<file path="src/rtl/conv_pkg.sv">
// Shared constants and helpers for the convolution PE and its requantization stage.
package conv_pkg;

  localparam int ACC_WIDTH = 48;

  // One guard bit above the accumulator so bias addition cannot wrap.
  typedef logic signed [ACC_WIDTH:0] acc_ext_t;

  function automatic int out_dim(input int fm, input int k);
    return fm - k + 1;
  endfunction

  function automatic acc_ext_t sat_signed(input acc_ext_t value, input int width);
    acc_ext_t hi;
    acc_ext_t lo;
    hi = (acc_ext_t'(1) <<< (width - 1)) - acc_ext_t'(1);
    lo = -(acc_ext_t'(1) <<< (width - 1));
    if (value > hi) return hi;
    if (value < lo) return lo;
    return value;
  endfunction

endpackage

</file>
<file path="src/rtl/out_fifo.sv">
// Synchronous first-word-fall-through FIFO; a write is accepted when full if a pop happens the same cycle.
module out_fifo #(
  parameter int WIDTH = 10,
  parameter int DEPTH = 8
) (
  input  logic             i_clk,
  input  logic             i_rst,
  input  logic             i_wr,
  input  logic [WIDTH-1:0] i_wdata,
  input  logic             i_rd,
  output logic [WIDTH-1:0] o_rdata,
  output logic             o_empty,
  output logic             o_full
);

  localparam int AW = (DEPTH > 1) ? $clog2(DEPTH) : 1;

  logic [WIDTH-1:0] mem [DEPTH];
  logic [AW:0]      wr_ptr_reg;
  logic [AW:0]      rd_ptr_reg;
  logic             do_wr;
  logic             do_rd;

  assign o_empty = (wr_ptr_reg == rd_ptr_reg);
  assign o_full  = (wr_ptr_reg[AW] != rd_ptr_reg[AW]) &&
                   (wr_ptr_reg[AW-1:0] == rd_ptr_reg[AW-1:0]);
  assign do_rd   = i_rd && !o_empty;
  assign do_wr   = i_wr && (!o_full || do_rd);
  assign o_rdata = mem[rd_ptr_reg[AW-1:0]];

  always_ff @(posedge i_clk) begin
    if (do_wr && !i_rst) mem[wr_ptr_reg[AW-1:0]] <= i_wdata;
  end

  always_ff @(posedge i_clk) begin
    if (i_rst) begin
      wr_ptr_reg <= '0;
      rd_ptr_reg <= '0;
    end else begin
      if (do_wr) wr_ptr_reg <= wr_ptr_reg + 1'b1;
      if (do_rd) rd_ptr_reg <= rd_ptr_reg + 1'b1;
    end
  end

endmodule

</file>
<file path="src/rtl/conv_requant_out.sv">
// Bias, round, saturate and ReLU the PE accumulator stream, tag row/frame ends, and buffer toward the next layer.
module conv_requant_out
  import conv_pkg::*;
#(
  parameter int FM_SIZE     = 4,
  parameter int KERNEL_SIZE = 2,
  parameter int OUT_WIDTH   = 8,
  parameter int BIAS_WIDTH  = 32,
  parameter int SHIFT       = 8,
  parameter int FIFO_DEPTH  = 8
) (
  input  logic                        i_clk,
  input  logic                        i_rst,
  input  logic                        i_en,
  input  logic signed [ACC_WIDTH-1:0] i_P,
  input  logic signed [BIAS_WIDTH-1:0] i_bias,
  input  logic                        i_relu,
  input  logic                        i_ready,
  output logic                        o_valid,
  output logic signed [OUT_WIDTH-1:0] o_data,
  output logic                        o_row_last,
  output logic                        o_last,
  output logic                        o_overflow
);

  localparam int OUT_DIM = out_dim(FM_SIZE, KERNEL_SIZE);
  localparam int CW      = (OUT_DIM > 1) ? $clog2(OUT_DIM) : 1;
  localparam logic [CW-1:0] LAST_IDX = CW'(OUT_DIM - 1);

  logic [CW-1:0] col_reg, row_reg;
  logic          s1_valid_reg, s1_row_last_reg, s1_last_reg;
  acc_ext_t      s1_sum_reg;
  logic          s2_valid_reg, s2_row_last_reg, s2_last_reg;
  acc_ext_t      s2_val_reg;
  logic          s3_valid_reg, s3_row_last_reg, s3_last_reg;
  logic signed [OUT_WIDTH-1:0] s3_data_reg;

  acc_ext_t                    round_val;
  logic signed [OUT_WIDTH-1:0] sat_val;
  logic signed [OUT_WIDTH-1:0] relu_val;
  logic [OUT_WIDTH+1:0]        fifo_rdata;
  logic                        fifo_empty, fifo_full, pop;

  // Counters advance on every accepted result, dropped or not, so tags stay aligned with the frame.
  always_ff @(posedge i_clk) begin
    if (i_rst) begin
      col_reg <= '0;
      row_reg <= '0;
    end else if (i_en) begin
      if (col_reg == LAST_IDX) begin
        col_reg <= '0;
        row_reg <= (row_reg == LAST_IDX) ? '0 : row_reg + 1'b1;
      end else begin
        col_reg <= col_reg + 1'b1;
      end
    end
  end

  if (SHIFT > 0) begin : g_round
    localparam acc_ext_t HALF = acc_ext_t'(1) <<< (SHIFT - 1);
    assign round_val = (s1_sum_reg + HALF) >>> SHIFT;
  end else begin : g_no_round
    assign round_val = s1_sum_reg;
  end

  always_comb begin
    sat_val  = OUT_WIDTH'(sat_signed(s2_val_reg, OUT_WIDTH));
    relu_val = (i_relu && sat_val[OUT_WIDTH-1]) ? '0 : sat_val;
  end

  always_ff @(posedge i_clk) begin
    if (i_rst) begin
      s1_valid_reg <= 1'b0; s1_row_last_reg <= 1'b0; s1_last_reg <= 1'b0; s1_sum_reg <= '0;
      s2_valid_reg <= 1'b0; s2_row_last_reg <= 1'b0; s2_last_reg <= 1'b0; s2_val_reg <= '0;
      s3_valid_reg <= 1'b0; s3_row_last_reg <= 1'b0; s3_last_reg <= 1'b0; s3_data_reg <= '0;
    end else begin
      s1_valid_reg    <= i_en;
      s1_sum_reg      <= acc_ext_t'(i_P) + acc_ext_t'(i_bias);
      s1_row_last_reg <= (col_reg == LAST_IDX);
      s1_last_reg     <= (col_reg == LAST_IDX) && (row_reg == LAST_IDX);
      s2_valid_reg    <= s1_valid_reg;
      s2_val_reg      <= round_val;
      s2_row_last_reg <= s1_row_last_reg;
      s2_last_reg     <= s1_last_reg;
      s3_valid_reg    <= s2_valid_reg;
      s3_data_reg     <= relu_val;
      s3_row_last_reg <= s2_row_last_reg;
      s3_last_reg     <= s2_last_reg;
    end
  end

  assign pop = o_valid && i_ready;

  always_ff @(posedge i_clk) begin
    if (i_rst) o_overflow <= 1'b0;
    else if (s3_valid_reg && fifo_full && !pop) o_overflow <= 1'b1;
  end

  out_fifo #(
    .WIDTH (OUT_WIDTH + 2),
    .DEPTH (FIFO_DEPTH)
  ) u_out_fifo (
    .i_clk   (i_clk),
    .i_rst   (i_rst),
    .i_wr    (s3_valid_reg),
    .i_wdata ({s3_row_last_reg, s3_last_reg, s3_data_reg}),
    .i_rd    (pop),
    .o_rdata (fifo_rdata),
    .o_empty (fifo_empty),
    .o_full  (fifo_full)
  );

  assign o_valid = !fifo_empty;
  assign {o_row_last, o_last, o_data} = o_valid ? fifo_rdata : '0;

endmodule
</file>
<file path="config.mk">
export PLATFORM = sky130hd
export DESIGN_NAME = conv_requant_out
export DESIGN_NICKNAME = d
export VERILOG_FILES = /design/src/rtl/conv_pkg.sv /design/src/rtl/out_fifo.sv /design/src/rtl/conv_requant_out.sv
export SDC_FILE = /design/constraint.sdc
export NUM_CORES = 1
export LEC_CHECK = 0
export ABC_AREA = 0
export BUFFER_PORTS_ARGS = -buffer_cell sky130_fd_sc_hd__buf_2
export CORE_UTILIZATION = 30
export CTS_CLUSTER_SIZE = 8
export DETAILED_ROUTE_END_ITERATION = 7
export HOLD_SLACK_MARGIN = 0.05
export SYNTH_ARGS = -nofsm -noshare
export SYNTH_HDL_FRONTEND = slang
export SYNTH_SLANG_ARGS = --single-unit
</file>
<file path="constraint.sdc">
create_clock -name i_clk -period 4.1 [get_ports i_clk]
set_input_delay 1.025 -clock i_clk [delete_from_list [all_inputs] [get_ports i_clk]]
set_output_delay 1.025 -clock i_clk [all_outputs]
set_load 0.02 [all_outputs]
</file>
==> parameters.txt, run 1 <==
Parameter                              Value

Outcome
  Run status    completed

Worst setup path
  Critical path data required time    4410 ps
  Maximum fanout along the worst path    9
  Kind of launch point of the worst setup path    input pin
  Worst path arrival time    3890 ps
  Worst setup EP type    register
  WS Path Type    input pin to register

Clock tree
  Clock slew at the register clock pins of the worst setup and hold paths    70 ps
  Clk_lat worst skew    420 ps
  TritonCTS buffer count    17
  Maximum level of the CTS H-tree    4
  Count of clock tree sinks    196
  Largest buffer count on any clock path    2
  Root buffer cell    clkbuf_16
  PostCTS Resize Cnt    0
  CTS tree    done
  Hold_buf cts    0
  Post-CTS Repair Setup Buffers    0

Yosys
  Number of distinct library cells after synthesis    60
  Synth Net Count    1009
  Multiplexer area fraction after synthesis    6.61%
  Synth warn    0
  Synthesized instance count    874
  FF+latch count, synth    196
  Fraction of synthesized cell area in xor and xnor cells    6.91%
  Main combinational cell family by area after synthesis    simple AND/OR/NAND/NOR gates
  Count of flip-flops with a built-in enable after synthesis    80
  Avg Synthesized Cell Area    10.7 sq um
  Post-synthesis compound-gate area fraction    10.4%
  Area fraction in and, or, nand and nor cells after synthesis    17.2%
  Most common flop cell mapped by yosys    dfxtp_1
  Combined area of all synthesized cells    9380 sq um
  Part of the Yosys area used for sequential elements    50.4%
  FFs w/ async S/R, synth    0%
  Synthesized-area fraction occupied by adder cells    6.67%

Hold path
  Type of the most critical hold path    register to register

Flow run
  Max-cap violation count    0

Final layout
  Proportion of layout cells with a drive suffix above 1    18.5%
  Signed area change from the synthesized netlist to the final layout    17.2%
  Diode insertion count for antenna repair    0
  Most frequent cells in the layout    125 x nor2_1, 116 x dfxtp_1, 95 x buf_2
  Post-route non-filler standard cell count    1388
  Flip-flop count of the largest register, all copies and words added    80
  Leading cell type in the layout, fill and taps excluded    nor2_1
  Design area    11000 sq um
  Final-stage net count    1114

STA
  Max-slew violations    0
  Unrepaired setup endpoints after global routing    false
  Largest clock skew in the final design    7.14 ps
  Clock period minus worst slack    3570 ps
  Number of endpoints with negative hold slack in the final report    0
  Achievable frequency    280 MHz
  Worst Hold Slack    438 ps
  Accumulated negative setup slack    0 ps
  Transition time at the pin with the least slew margin    907 ps
  Finish-stage setup viols    0
  Final critical-path share of the clock period    87.2%
  Headroom to the max-slew limit    39.6%

Power
  Flop pwr share    49.2%
  Combinational Power Share    13.7%
  PD cells    412 nW/um^2
  Switching fraction of total power    25.1%
  Relative contribution of the clock network to total power    37.0%
  Final Total Pwr    0.00453 W
  Max VDD drop    304 uV
  Sw Pwr    0.00114 W
  Leak pwr    4.22 nW
  Internal power    0.00339 W

GRT
  Number of global-route vias before repair    6520
  GRT Total Usage    12.4%
  Largest net degree at the start of global routing    96
  Initial antenna violation count    0
  Remaining Overflow, GRT    0
  First-pass GRT wire length    31400 microns

Detailed routing
  Antenna-violating nets left    0
  Starting DRT DRC Count    387
  Number of iterations in the first detailed-routing pass    5
  Met1 Wirelength    8520 microns
  Wire length on met3    728 microns
  Post-detailed-routing wire length    18900 microns
  Via count    6601
  DRC violations left    0
  Metal2 WL    9350 microns
  Highest metal layer with signal wires    met4
  Wire length per cell    13.6 microns
  Via-to-Cell Ratio    4.76

Die
  Overall die area    32000 sq um
  Initial standard-cell utilization of the core    30.6%
  Area of the core    30700 sq um
  Number of top-level pins    97
  Floorplan row count    64
  Die Width    179 microns
  Floorplan die height    179 microns

Place
  Sum of net half-perimeters after detailed placement    13900 microns
  Routability congestion estimate    0.831
  Instance area after placement    10400 sq um
  Count of buffers from port buffering    96
  Number of placed cells counting well taps    1356
## cell type report
| cell class | instances | area, sq um |
|---|---|---|
| Multi-Input combinational cell | 634 | 4480 |
| Clock inverter | 14 | 178 |
| Sequential cell | 196 | 4720 |
| Timing Repair Buffer | 113 | 611 |
| Tap cell | 396 | 495 |
| Inverter | 17 | 63.8 |
| Clock buffer | 18 | 429 |
| Fill cell | 3100 | 19700 |
## synthesized netlist by cell type (2+ instances only)
library cell	number	area, sq um
or3_1	15	93.8
o21bai_1	6	45.0
o21ai_1	4	20.0
o31ai_1	7	52.6
dfxtp_1	116	2320
inv_1	17	63.8
o21ai_2	2	17.5
and3_1	17	106
nor2b_1	18	113
and2_1	6	37.5
a31o_2	2	17.5
nand3_1	31	155
a221oi_2	2	30.0
and4_1	8	70.1
nand4_1	23	144
a211oi_1	4	30.0
a31oi_1	2	12.5
a21oi_1	56	280
xor2_1	43	377
buf_1	6	22.5
o21ai_0	20	100
nor3_1	12	60.1
mux4_2	20	450
nor4_1	10	62.6
o21a_1	9	67.6
edfxtp_1	80	2400
or4_1	2	15.0
ha_1	50	626
a21oi_2	2	17.5
nand2b_1	4	25.0
nor3b_1	4	30.0
xnor2_1	31	272
nor2_1	125	469
mux2i_1	12	120
a21o_1	15	113
a221oi_1	3	26.3
nand2_1	44	165
mux2_2	2	22.5
o211ai_1	4	30.0
clkbuf_1	20	75.1
## cell families after synthesis
logic type                 after synthesis
and+or+nand+nor                        327
DFF                                    196
AOI/OAI and AO/OA                      147
xor gates and xnor gates                74
adders and majority gates               50
buffers and inverters                   44
muxes                                   36
## worst max-delay path: stages
cell	delay [ps]
buf_2	180
ha_1	410
a21oi_1	200
nand2_1	80
a221oi_1	420
o31ai_1	160
or3_1	330
a31oi_1	350
o31ai_1	190
a21oi_2	190
mux2_2	350
## final timing paths
path,slack [ps],cells after the start,endpoint,startpoint
worst max register to register,1460,8,s2_val_reg[36],s1_sum_reg[9]
worst min-delay path,440,1,s2_row_last_reg,s1_row_last_reg
worst max-delay path,530,11,s1_sum_reg[44],i_bias[31]
worst min register to register,440,1,s2_row_last_reg,s1_row_last_reg
## per-stage QoR
| stage | worst slack (ps) | utilization, % |
|---|---|---|
| after floorplan | 608 | - |
| after global placement | 195 | 33.8 |
| after detailed placement | 143 | 33.8 |
| after CTS | 543 | 35.8 |
| after global routing | 362 | 35.8 |
| final | 526 | 35.8 |
## layer usage
layer | track usage [%] | up-vias
met5 | 0 | -
met4 | 3.74 | 0
met3 | 2.42 | 13
met2 | 21.8 | 120
met1 | 15.3 | 3060
li1 | - | 3408
## power groups by stage
stage               Clock (W)  Sequential (W)  Combinational (W)
floorplan                   0         0.00224           0.000466
global placement            0         0.00227           0.000617
detailed placement          0         0.00227           0.000622
CTS                   0.00172         0.00223           0.000627
global route          0.00180         0.00225           0.000703
finish                0.00168         0.00223           0.000621
No activity file was read; power rests on OpenSTA's default activity.
==> inputs of run 2 (changes only) <==
CELL_PAD_IN_SITES_DETAIL_PLACEMENT = 1   (was default)
CELL_PAD_IN_SITES_GLOBAL_PLACEMENT = 1   (was default)
PLACE_DENSITY_LB_ADDON = 0.1   (was default)
SETUP_SLACK_MARGIN = 0.1   (was default)
==> parameters.txt, run 2 (same netlist as run 1, synthesis figures left out) <==
Parameter                              Value

Die
  Initial standard-cell utilization of the core    30.6%
  Die Width    179 microns
  Overall die area    32000 sq um
  Number of top-level pins    97
  Floorplan die height    179 microns
  Floorplan row count    64
  Area of the core    30700 sq um

GRT
  Remaining Overflow, GRT    0
  Number of global-route vias before repair    6852
  Largest net degree at the start of global routing    64
  Initial antenna violation count    0
  GRT Total Usage    14.1%
  First-pass GRT wire length    35300 microns

Power
  Switching fraction of total power    26.4%
  Flop pwr share    49.2%
  Combinational Power Share    14.1%
  Relative contribution of the clock network to total power    36.7%
  Sw Pwr    0.00120 W
  Max VDD drop    229 uV
  Leak pwr    4.27 nW
  Internal power    0.00333 W
  PD cells    411 nW/um^2

Final layout
  Proportion of layout cells with a drive suffix above 1    19.1%
  Leading cell type in the layout, fill and taps excluded    nor2_1
  Most frequent cells in the layout    125 x nor2_1, 116 x dfxtp_1, 95 x buf_2
  Final-stage net count    1120
  Diode insertion count for antenna repair    0
  Signed area change from the synthesized netlist to the final layout    17.7%
  Flip-flop count of the largest register, all copies and words added    80

Worst setup path
  Worst path arrival time    3880 ps
  Biggest cell delay along the critical path    500 ps
  Cell Chain, Critical Path    buf_2 -> ha_1 -> nand2_2 -> o31ai_1 -> nand3_1 -> a2111oi_4 -> o21ai_2 -> a2111oi_2 -> o21ai_1 -> a21oi_1 -> mux2_1
  Maximum fanout along the worst path    4
  Critical path buffers and inverters    1
  Worst setup EP type    register
  Critical path data required time    4420 ps
  CP delay by family, top    compound AO/OA/AOI/OAI gates
  Critical-path top delay cell    a2111oi_4
  Kind of launch point of the worst setup path    input pin
  WS Path Type    input pin to register

STA
  Headroom to the max-slew limit    50.8%
  Unrepaired setup endpoints after global routing    false
  Number of endpoints with negative hold slack in the final report    0
  Finish-stage setup viols    0
  Final critical-path share of the clock period    86.7%
  Achievable frequency    281 MHz
  Largest clock skew in the final design    11.5 ps
  Max-slew violations    0
  Worst Hold Slack    437 ps
  Clock period minus worst slack    3550 ps
  Transition time at the pin with the least slew margin    738 ps
  Accumulated negative setup slack    0 ps

Clock tree
  Largest buffer count on any clock path    2
  Clock slew at the register clock pins of the worst setup and hold paths    70 ps
  Clk_lat worst skew    440 ps
  Hold_buf cts    0
  Post-CTS Repair Setup Buffers    0
  Count of clock tree sinks    196
  Root buffer cell    clkbuf_16
  Maximum level of the CTS H-tree    4
  TritonCTS buffer count    17
  PostCTS Resize Cnt    0
  CTS tree    done

Place
  Count of buffers from port buffering    96
  Sum of net half-perimeters after detailed placement    16200 microns
  Routability congestion estimate    0.765

Detailed routing
  Antenna-violating nets left    0
  Via-to-Cell Ratio    4.80
  DRC violations left    0
  Post-detailed-routing wire length    21400 microns
  Wire length per cell    15.4 microns
  Number of iterations in the first detailed-routing pass    4
  Via count    6695
  Starting DRT DRC Count    199

Outcome
  Run status    completed

Flow run
  Max-cap violation count    0

Hold path
  Type of the most critical hold path    register to register
-- run 2: changes by cell type in the layout (fill, tap and decap cells not counted), sizes merged --
cell / before / now
clkinv: 3 / 4
inv: 21 / 23
buf: 113 / 119
bufinv: 3 / 0
clkbuf: 18 / 21
clkinvlp: 4 / 1
-- run 2: per-layer routing --
metal / routed length [microns] / track usage, % / part of all wire [%]
met5: 0 / 0 / 0
met4: 294 / 4.31 / 1.4
met3: 476 / 2.12 / 2.2
met2: 10500 / 24.2 / 49
met1: 10100 / 18.1 / 47
-- run 2: area by class of cell --
class / instances / area [sq um]
Clock buffer: 21 / 503
Clock inverter: 11 / 105
Fill cell: 3467 / 19600
Inverter: 17 / 63.8
Multi-Input combinational cell: 634 / 4480
Sequential cell: 196 / 4720
Tap cell: 396 / 495
Timing Repair Buffer: 119 / 656
-- run 2: power by group through the flow --
stage	Sequential (W)	Clock (W)	Combinational [W]
floorplan	0.00224	0	0.000466
global placement	0.00227	0	0.000653
detailed placement	0.00227	0	0.000653
CTS	0.00223	0.00173	0.000656
global route	0.00225	0.00179	0.000737
finish	0.00223	0.00166	0.000641
-- run 2: worst paths after layout --
check             cells after the start  slack [ps]         endpoint       startpoint
hold / removal                        1         440  s3_row_last_reg  s2_row_last_reg
hold reg to reg                       1         440  s3_row_last_reg  s2_row_last_reg
setup reg to reg                      8        1270   s2_val_reg[40]    s1_sum_reg[9]
setup / recovery                     11         550   s1_sum_reg[37]          i_P[12]
-- run 2: per-stage QoR --
step	utilization (%)	std cells	total power [W]	cell area [sq um]	setup slack [ps]
global placement	34.0	1362	0.00293	10400	109
global route	36.0	1394	0.00477	11000	311
floorplan	-	874	0.00271	9380	608
detailed placement	34.0	1362	0.00293	10400	65.1
CTS	36.0	1394	0.00462	11000	516
finish	36.0	1394	0.00453	11000	547
-- run 2: worst register-to-register path: stages, from the launching register on --
cell	delay (ps)
dfxtp_1	400
and4_1	260
nand4_1	260
nor2_1	430
and2_1	250
and4_1	280
nand3_2	220
or3_1	400
a21oi_1	240
